--- config.mk ---
export PLATFORM = sky130hd
export DESIGN_NAME = axil_read_slave
export DESIGN_NICKNAME = d
export VERILOG_FILES = /design/src/rtl/axil_read_slave.sv
export SDC_FILE = /design/constraint.sdc
export NUM_CORES = 1
export LEC_CHECK = 0
export BUFFER_PORTS_ARGS = -buffer_cell sky130_fd_sc_hd__buf_2
export CAP_MARGIN = 5
export CORE_MARGIN = 2
export CORE_UTILIZATION = 43
export DETAILED_ROUTE_END_ITERATION = 8
export HOLD_SLACK_MARGIN = 0.08
export PLACE_DENSITY_LB_ADDON = 0.2
export SLEW_MARGIN = 40
export SYNTH_ARGS = -nofsm -noshare
export SYNTH_HDL_FRONTEND = slang
export SYNTH_SLANG_ARGS = --single-unit
--- constraint.sdc ---
create_clock -name s_axi_aclk -period 4.15 [get_ports s_axi_aclk]
set_input_delay 0.2075 -clock s_axi_aclk [delete_from_list [all_inputs] [get_ports s_axi_aclk]]
set_output_delay 0.2075 -clock s_axi_aclk [all_outputs]
set_load 0.05 [all_outputs]
--- src/rtl/axil_read_slave.sv ---
// AXI4-Lite read-only responder in front of a bank of NREG 32-bit registers.
// Local logic writes the bank through a strobe port; rd_pulse flags accepted in-range reads.
module axil_read_slave #(
  parameter int          NREG      = 8,
  parameter logic [31:0] BASE_ADDR = 32'h0000_0000
) (
  input  logic                     s_axi_aclk,
  input  logic                     s_axi_areset,
  input  logic [31:0]              s_axi_araddr,
  input  logic                     s_axi_arvalid,
  output logic                     s_axi_arready,
  output logic [31:0]              s_axi_rdata,
  output logic [1:0]               s_axi_rresp,
  output logic                     s_axi_rvalid,
  input  logic                     s_axi_rready,
  input  logic                     reg_wvalid,
  input  logic [$clog2(NREG)-1:0]  reg_widx,
  input  logic [31:0]              reg_wdata,
  output logic                     rd_pulse,
  output logic [$clog2(NREG)-1:0]  rd_idx
);

  localparam int          IW   = $clog2(NREG);
  localparam logic [31:0] SPAN = 32'(NREG * 4);

  typedef enum logic [2:0] {
    ST_RESET = 3'b001,
    ST_IDLE  = 3'b010,
    ST_RESP  = 3'b100
  } state_t;

  state_t r_state;
  state_t w_state_next;

  logic [31:0]   r_bank [NREG];
  logic [31:0]   r_rdata;
  logic [1:0]    r_rresp;
  logic          r_arready;
  logic          r_rvalid;
  logic          r_rd_pulse;
  logic [IW-1:0] r_rd_idx;

  logic [31:0]   w_off;
  logic [IW-1:0] w_idx;
  logic          w_in_range;
  logic          w_ar_hs;

  assign w_off      = s_axi_araddr - BASE_ADDR;
  assign w_idx      = w_off[IW+1:2];
  assign w_in_range = (w_off[1:0] == 2'b00) && (w_off < SPAN);
  assign w_ar_hs    = (r_state == ST_IDLE) && s_axi_arvalid;

  // Local write port is independent of the AXI side; a same-edge read sees the old word.
  generate
    for (genvar gi = 0; gi < NREG; gi++) begin : g_bank
      always_ff @(posedge s_axi_aclk) begin
        if (s_axi_areset) begin
          r_bank[gi] <= 32'h0;
        end else if (reg_wvalid && (reg_widx == IW'(gi))) begin
          r_bank[gi] <= reg_wdata;
        end
      end
    end
  endgenerate

  always_comb begin
    w_state_next = ST_RESET;
    case (r_state)
      ST_RESET: w_state_next = ST_IDLE;
      ST_IDLE:  w_state_next = s_axi_arvalid ? ST_RESP : ST_IDLE;
      ST_RESP:  w_state_next = s_axi_rready  ? ST_IDLE : ST_RESP;
      default:  w_state_next = ST_RESET;
    endcase
  end

  // Handshake flags are registered from the next state so they line up with r_state.
  always_ff @(posedge s_axi_aclk) begin
    if (s_axi_areset) begin
      r_state   <= ST_RESET;
      r_arready <= 1'b0;
      r_rvalid  <= 1'b0;
    end else begin
      r_state   <= w_state_next;
      r_arready <= (w_state_next == ST_IDLE);
      r_rvalid  <= (w_state_next == ST_RESP);
    end
  end

  always_ff @(posedge s_axi_aclk) begin
    if (s_axi_areset) begin
      r_rdata    <= 32'h0;
      r_rresp    <= 2'b00;
      r_rd_pulse <= 1'b0;
      r_rd_idx   <= '0;
    end else begin
      r_rd_pulse <= w_ar_hs && w_in_range;
      if (w_ar_hs) begin
        r_rdata <= w_in_range ? r_bank[w_idx] : 32'h0;
        r_rresp <= w_in_range ? 2'b00 : 2'b10;
        if (w_in_range) begin
          r_rd_idx <= w_idx;
        end
      end
    end
  end

  assign s_axi_arready = r_arready;
  assign s_axi_rvalid  = r_rvalid;
  assign s_axi_rdata   = r_rdata;
  assign s_axi_rresp   = r_rresp;
  assign rd_pulse      = r_rd_pulse;
  assign rd_idx        = r_rd_idx;

endmodule

=== Word-level counts from Yosys, hierarchy flattened ===
Memories as Yosys holds them, arrays and structs flattened.
Index checks and enable logic that the tools add are counted.

* Multiply operators: 0
* Reductions and logical operators: 14
* Add/sub/neg operators: 0
* Equality and inequality tests: 12
* Divide/modulo/power cells: 0
* Bitwise gates (word level): 8
* Shift operators: 0
* Multiplexer cells: 39
* Order comparisons: 1

{| class="wikitable"
|+ Operator list
! cell !! count
|-
| 32-bit 2-to-1 mux || 9
|-
| 32-bit by 6-bit < comparator with 1-bit output (second input constant) || 1
|-
| 1-bit 2-to-1 mux || 26
|-
| 3-bit equality test (second input constant) || 6
|-
| 3-bit by 2-bit equality test with 1-bit output (second input constant) || 4
|-
| 1-bit logical AND || 11
|-
| 3-bit case mux with 3 select lines || 1
|-
| 1-bit OR || 8
|-
| 3-bit by 1-bit equality test with 1-bit output (second input constant) || 2
|-
| 3-bit 2-to-1 mux || 2
|-
| 3-bit zero test || 1
|-
| 2-bit zero test || 1
|-
| 2-bit 2-to-1 mux || 1
|-
| 2-bit AND reduction || 1
|}

* Bits in read-only memories: 0
* Word-level logic and storage cells: 82
* Latch bits: 0
* Output and inout port bits: 40
* Flip-flop bits (word level): 43
* RAM bits: 256
* Bits of input ports: 72
* Memories: 1

{| class="wikitable"
|+ Memory list
! name !! words !! bits a word !! read ports !! clocked after Yosys merged registers in !! write ports !! RTL line !! source
|-
| r_bank || 8 || 32 || 1 || 0 || 8 || 35 || <nowiki>logic [31:0] r_bank [NREG];</nowiki>
|}

=== Depth between registers and ports, before layout ===
Gate-level depths: netlist of the first run.

* Depth in word-level cells: 6
* Depth in mapped cells: 5
* Mapped depth without buffers: 4

=== Least setup slack after synthesis of the first run ===
No wires, ideal clock.

* Kind: in2reg
* Start point: input port reg_widx[0]
* End point: memory r_bank[4][0], enable pin
* Setup time: 428 ps
* Stages: 2
* Path buffers: 0
* Data required time: 3722 ps
* Arrival time: 1930 ps
* Slack: 1792 ps
* Path through: nand2b_1 o21bai_1

{| class="wikitable"
|+ RTL lines
! element !! RTL line !! source
|-
| from (decl) || 17 || <nowiki>input logic [$clog2(NREG)-1:0] reg_widx,</nowiki>
|-
| to (decl) || 35 ||
|}

==> reports/results.txt, run 1 <==
Status = complete, no violations
First-pass GRT wire length = 46510 µm
Total global routing overflow = 0
Power share of the clock group = 40.7%
TritonCTS Buffers = 31
Final instance area = 15510 µm²
Sw Share = 21.81%
Routed Antenna Nets = 0
Critical path endpoint = r_bank[0][30]$_SDFFCE_PN0P_
Setup_tns = 0 ps
Vias in the first global route = 7521
Netlist cell types = 33
Die Y-Extent = 177.2 µm
Max-cap violations = 0
Int Power = 5.268 mW
Worst slew pin tran = 824.6 ps
Register area share after synthesis = 66.11%
Final hold vios = 0
Vias = 7228
CTS Buffer Depth = 3
Drc violations = 0
Final Slew Violations = 0
Vias/cell = 5.280
Reg power frac = 51.5%
Worst clock skew = 11.37 ps
First-pass DRT Iterations = 5
Chip Width = 177.2 µm
Crit-path max FO = 25
Most frequent cells in the layout = 256 x and2_1, 256 x edfxtp_1, 108 x buf_2
Wire length per cell = 22.14 µm
I/O Buffers = 110
Antenna diodes = 0
Synthesized net count = 873
DP HPWL = 18360 µm
Layout Area Growth over Synthesis = 20.26%
GRT Resource Usage Total = 19.94%
Warnings, synthesis = 0
Starting Density = 43.64%
I/O pins = 112
Minimum clock period = 2180 ps
Root buf cell = clkbuf_16
Achievable frequency = 458.7 MHz
Initial antenna violation count = 0
Cells after Synth = 801
Pin count of the biggest net entering global routing = 36
Final setup viols = 0
Power density cells = 434.3 nW/µm²
Worst skew pair latency = 560 ps
Hold Path Class = input pin to register
Die ar. = 31400 µm²
Final Cycle Share = 52.54%
CP startpoint = s_axi_areset
Clock Pin Slew Worst Setup and Hold Paths = 60 ps
FF+latch count, synth = 298
Critical R2R Capture = s_axi_rdata[8]$_SDFFE_PP0P_
WL final = 30310 µm
Required time worst endpoint = 4580 ps
CTS tree = done
Net switching power = 1.470 mW
Leak = 5.747 nW
Htree depth = 1
Area after DPL = 14140 µm²
Site Rows = 63
RR Startpoint = r_state[2]$_SDFF_PP0_
Worst Path Arrival = 2610 ps
Crit start category = input pin
Fill cell total of the finished layout = 2457
Reg2Reg Depth = 6
CP endpoint kind = register
Syn avg cell area = 16.10 µm²
Layout cells sized above 1 = 27.07%
RSZ-0062 raised after global routing = false
Total design power = 6.737 mW
Core region area = 29560 µm²
DR iter-0 viols = 508
Comb pwr share = 7.7%
Clock sinks = 298
Synthesized area = 12900 µm²
Worst vdd ir = 0.3226 mV
Setup CP Type = input pin to register
Gp weighted congestion = 0.7012
Nets = 1026
Max_slew headroom = 45.02%
R2r setup slk = 2560 ps
[per-stage QoR]
stage          setup WS (ps)  utilization [%]  hold WS [ps]  instances
2_1_floorplan           1792                -         391.1        801
3_3_place_gp            1855            46.98         440.1       1264
3_5_place_dp            1906            47.84         445.1       1275
4_1_cts                 1944            52.43         88.45       1368
5_1_grt                 1854            52.48         141.3       1369
6_report                1970            52.48         106.7       1369
[state kept, by name, summed over array words and instances (netlist names)]
signal	count
r_bank	256
r_state	3
rd_idx	3
rd_pulse	1
s_axi_arready	1
s_axi_rdata	32
s_axi_rresp	1
s_axi_rvalid	1
[worst min path at each step]
stage	slack [ps]	from	endpoint	cells past startpoint
final	110	s_axi_arvalid	r_state[1]$_SDFF_PP0_	4
after global routing	140	s_axi_arvalid	r_state[1]$_SDFF_PP0_	4
after CTS	90	s_axi_arvalid	r_state[1]$_SDFF_PP0_	4
after detailed placement	450	s_axi_rdata[15]$_SDFFE_PP0P_	s_axi_rdata[15]$_SDFFE_PP0P_	1
after global placement	440	s_axi_rdata[12]$_SDFFE_PP0P_	s_axi_rdata[12]$_SDFFE_PP0P_	1
after floorplan	390	s_axi_areset	rd_idx[0]$_SDFFE_PP0P_	2
[power groups by stage]
stage          Clock, mW  Combinational, mW  Sequential [mW]
2_1_floorplan          0              0.294             3.53
5_1_grt             2.93              0.559             3.49
6_report            2.75              0.519             3.47
4_1_cts             2.80              0.528             3.47
3_3_place_gp           0              0.477             3.53
3_5_place_dp           0              0.500             3.54
[area by class of cell]
| type | instances | area, µm² | share of cell area, % |
|---|---|---|---|
| sequential | 298 | 8528 | 54.97 |
| multi-input combinational | 449 | 4185 | 26.98 |
| timing repair buffer | 172 | 1299 | 8.372 |
| clock buffer | 38 | 832.0 | 5.363 |
| tap | 390 | 488.0 | 3.145 |
| clock inverter | 20 | 173.9 | 1.121 |
| inverter | 2 | 7.507 | 0.04839 |
[logic make-up (layout without fill, tap and decap cells)]
| logic type | Yosys count | after routing | share of synthesized area (%) |
|---|---|---|---|
| multiplexers | 99 | 99 | 13.92 |
| AO/OA/AOI/OAI | 45 | 45 | 2.890 |
| flip-flops | 298 | 298 | 66.11 |
| buffers and inverters | 54 | 232 | 2.473 |
| other | 1 | 1 | 0.02907 |
| AND/OR/NAND/NOR | 304 | 304 | 14.58 |
[what timing repair did]
action | CTS | global route
hold endpoints to repair | 261 | 0
buffers inserted | 0 | 0
resized for setup | 0 | 0
hold buffers | 35 | 0
[routing by layer]
layer	GRT usage, %	wire length, µm	vias to the layer above
met4	4.545	557	0
met5	0	0	-
met3	2.577	1084	41
met1	28.46	13890	3726
met2	32.73	14780	156
li1	-	-	3305
[synthesized netlist by cell type (all sizes together)]
cell type	number	area [µm²]
edfxtp	256	7687
o22ai	1	6.260
nand2	2	7.510
nor4	6	37.54
a31o	1	8.760
nor2b	2	12.51
nand2b	12	75.07
and3	1	6.260
inv	2	7.510
clkbuf	11	41.29
nand3b	1	7.510
mux2i	35	350.3
mux4	64	1445
o2bb2ai	32	280.3
conb	1	3.750
a21o	1	7.510
and4	2	17.52
o21a	1	7.510
and2	256	1602
nor3	7	45.04
nand4b	1	15.01
or2	1	6.260
dfxtp	42	840.8
nor2	13	48.80
buf	41	270.3
a21oi	2	10.01
o21bai	7	52.55
[critical path: stages]
cell	delay [ps]
dlygate4sd3_1	540
buf_2	260
nand2b_1	380
nor3_4	620
buf_4	400
and2_1	180
Power figures use the tool's default switching activity.
==> run 2, diff against run 1 <==
==> constraint.sdc (replaced) <==
create_clock -name s_axi_aclk -period 2.1 [get_ports s_axi_aclk]
set_input_delay 0.105 -clock s_axi_aclk [delete_from_list [all_inputs] [get_ports s_axi_aclk]]
set_output_delay 0.105 -clock s_axi_aclk [all_outputs]
set_load 0.05 [all_outputs]
==> reports/results.txt, run 2 (synthesis gave the netlist of run 1 again) <==
Total design power = 13.59 mW (+100%)
Reg2Reg Depth = 5 (-1)
I/O Buffers = 110 (unchanged)
Required time worst endpoint = 2540 ps (-2040 ps)
GRT Resource Usage Total = 19.19% (-0.75 points)
Wire length per cell = 21.01 µm (-5.1%)
R2r setup slk = 100 ps (-2460 ps)
Die ar. = 31400 µm² (unchanged)
Worst skew pair latency = 510 ps (-50 ps)
TritonCTS Buffers = 34 (+9.7%)
Minimum clock period = 2003 ps
CTS Buffer Depth = 3 (unchanged)
Die Y-Extent = 177.2 µm (unchanged)
Layout cells sized above 1 = 27.78% (+0.71 points)
Setup ws final = 97.13 ps (-1873 ps)
Clock Pin Slew Worst Setup and Hold Paths = 60 ps (about the same)
Worst Path Arrival = 2450 ps (-160 ps)
Max_slew headroom = 54.14% (+9.1 points)
Final hold vios = 0 (unchanged)
Worst vdd ir = 0.5358 mV (+66%)
Hold Path Class = input pin to register
Setup_tns = 0 ps (unchanged)
Site Rows = 63 (unchanged)
Max-cap violations = 0 (unchanged)
CP endpoint kind = register
Vias = 7163 (-0.90%)
Drc violations = 0 (unchanged)
Core region area = 29560 µm² (unchanged)
WL final = 29130 µm (-3.9%)
Critical path endpoint = s_axi_rvalid$_SDFF_PP0_
Final setup viols = 0 (unchanged)
Critical R2R Capture = s_axi_rvalid$_SDFF_PP0_
Worst clock skew = 15.94 ps (+4.568 ps)
CP startpoint = r_state[1]$_SDFF_PP0_
Register area = 8528 µm² (unchanged)
Total global routing overflow = 0 (unchanged)
DR iter-0 viols = 580 (+14%)
CTS tree = done
Antenna diodes = 0 (unchanged)
Leak = 5.834 nW (+1.5%)
RR Startpoint = r_state[1]$_SDFF_PP0_
Area of the multi-input gates = 4160 µm² (-0.60%)
Setup CP Type = register to register
Vias in the first global route = 7443 (-1.0%)
Root buf cell = clkbuf_16
Power density cells = 866.2 nW/µm² (+99%)
Setup WS pre-CTS = 291.4 ps (-1615 ps)
First-pass DRT Iterations = 4 (-1)
First-pass GRT wire length = 44910 µm (-3.4%)
Chip Width = 177.2 µm (unchanged)
I/O pins = 112 (unchanged)
Fill cell total of the finished layout = 2457 (unchanged)
Vias/cell = 5.164 (-2.2%)
Layout Area Growth over Synthesis = 21.63%
Largest register by flop count = r_bank
Most frequent cells in the layout = 256 x and2_1, 256 x edfxtp_1, 109 x buf_2
Htree depth = 2 (+1)
Cts repair resizes = 0 (unchanged)
Achievable frequency = 499.3 MHz
Gp weighted congestion = 0.7127 (+1.6%)
Nets = 1043 (+1.7%)
Worst slew pin tran = 687.2 ps (-137.4 ps)
Status = complete, no violations
Final Cycle Share = 95.37%
Pin count of the biggest net entering global routing = 51 (+42%)
RSZ-0062 raised after global routing = false
Max reg flops = 256 (unchanged)
Final Slew Violations = 0 (unchanged)
DP HPWL = 16860 µm (-8.1%)
Routed Antenna Nets = 0 (unchanged)
Crit start category = register
Clock sinks = 298 (unchanged)
Initial antenna violation count = 0 (unchanged)
Crit-path max FO = 4 (-84%)
Starting Density = 43.64% (unchanged)
==> run 2: cell types whose count changed in the layout (fill, tap and decap cells not counted), sizes merged <==
cell / change
buf: +12
clkinvlp: +1
dlygate4sd3: +2
clkbuf: +13
inv: +2
clkinv: -10
bufinv: -2
==> run 2: what timing repair did <==
item	CTS	global route
setup buffers	0	0
endpoints found under the hold margin	262	0
endpoints found under the setup margin	0	0
hold buffers	37	0
==> run 2: worst min-delay path by stage <==
stage | slack, ps | from | cells after the start | to
after global routing | 180 | s_axi_araddr[2] | 4 | rd_idx[0]$_SDFFE_PP0P_
final | 160 | s_axi_araddr[2] | 4 | rd_idx[0]$_SDFFE_PP0P_
after global placement | 430 | s_axi_rready | 3 | r_state[2]$_SDFF_PP0_
after floorplan | 290 | s_axi_areset | 2 | rd_idx[0]$_SDFFE_PP0P_
after CTS | 140 | s_axi_araddr[2] | 4 | rd_idx[0]$_SDFFE_PP0P_
after detailed placement | 440 | s_axi_rready | 3 | s_axi_rvalid$_SDFF_PP0_
==> run 2: worst max-delay path, stage by stage (launching register included) <==
cell and delay [ps]:
dfxtp_1 330, nand2b_1 180, o21a_1 170, dlygate4sd3_1 570, nor3_1 120, dlygate4sd3_1 560
==> run 2: stage by stage <==
step	hold slack (ps)	utilization, %	std cells	cell area [µm²]
floorplan	288.6	-	801	12900
global placement	433.7	48.07	1286	14210
detailed placement	437.3	48.18	1288	14240
CTS	142.8	53.08	1387	15690
global route	181.5	53.08	1387	15690
finish	158.7	53.08	1387	15690
==> run 2: area by class of cell <==
| class | instances | area share, % |
|---|---|---|
| timing repair buffer | 186 | 9.099 |
| inverter | 2 | 0.04785 |
| tap | 390 | 3.110 |
| multi-input combinational | 449 | 26.52 |
| clock buffer | 51 | 6.212 |
| clock inverter | 11 | 0.6619 |
| sequential | 298 | 54.35 |
==> run 2: metal layers <==
metal  wire [µm]  GRT usage, %
met1       13120         25.54
met2       14520         33.11
met3         901         2.642
met4         593         5.096
met5           0             0
==> run 2: where the power goes <==
| group | internal, mW | switching (mW) | total (mW) | leakage, nW |
|---|---|---|---|---|
| clock | 3.36 | 2.32 | 5.68 | 0.519 |
| sequential | 6.77 | 0.0906 | 6.86 | 2.81 |
| combinational | 0.497 | 0.551 | 1.05 | 2.50 |
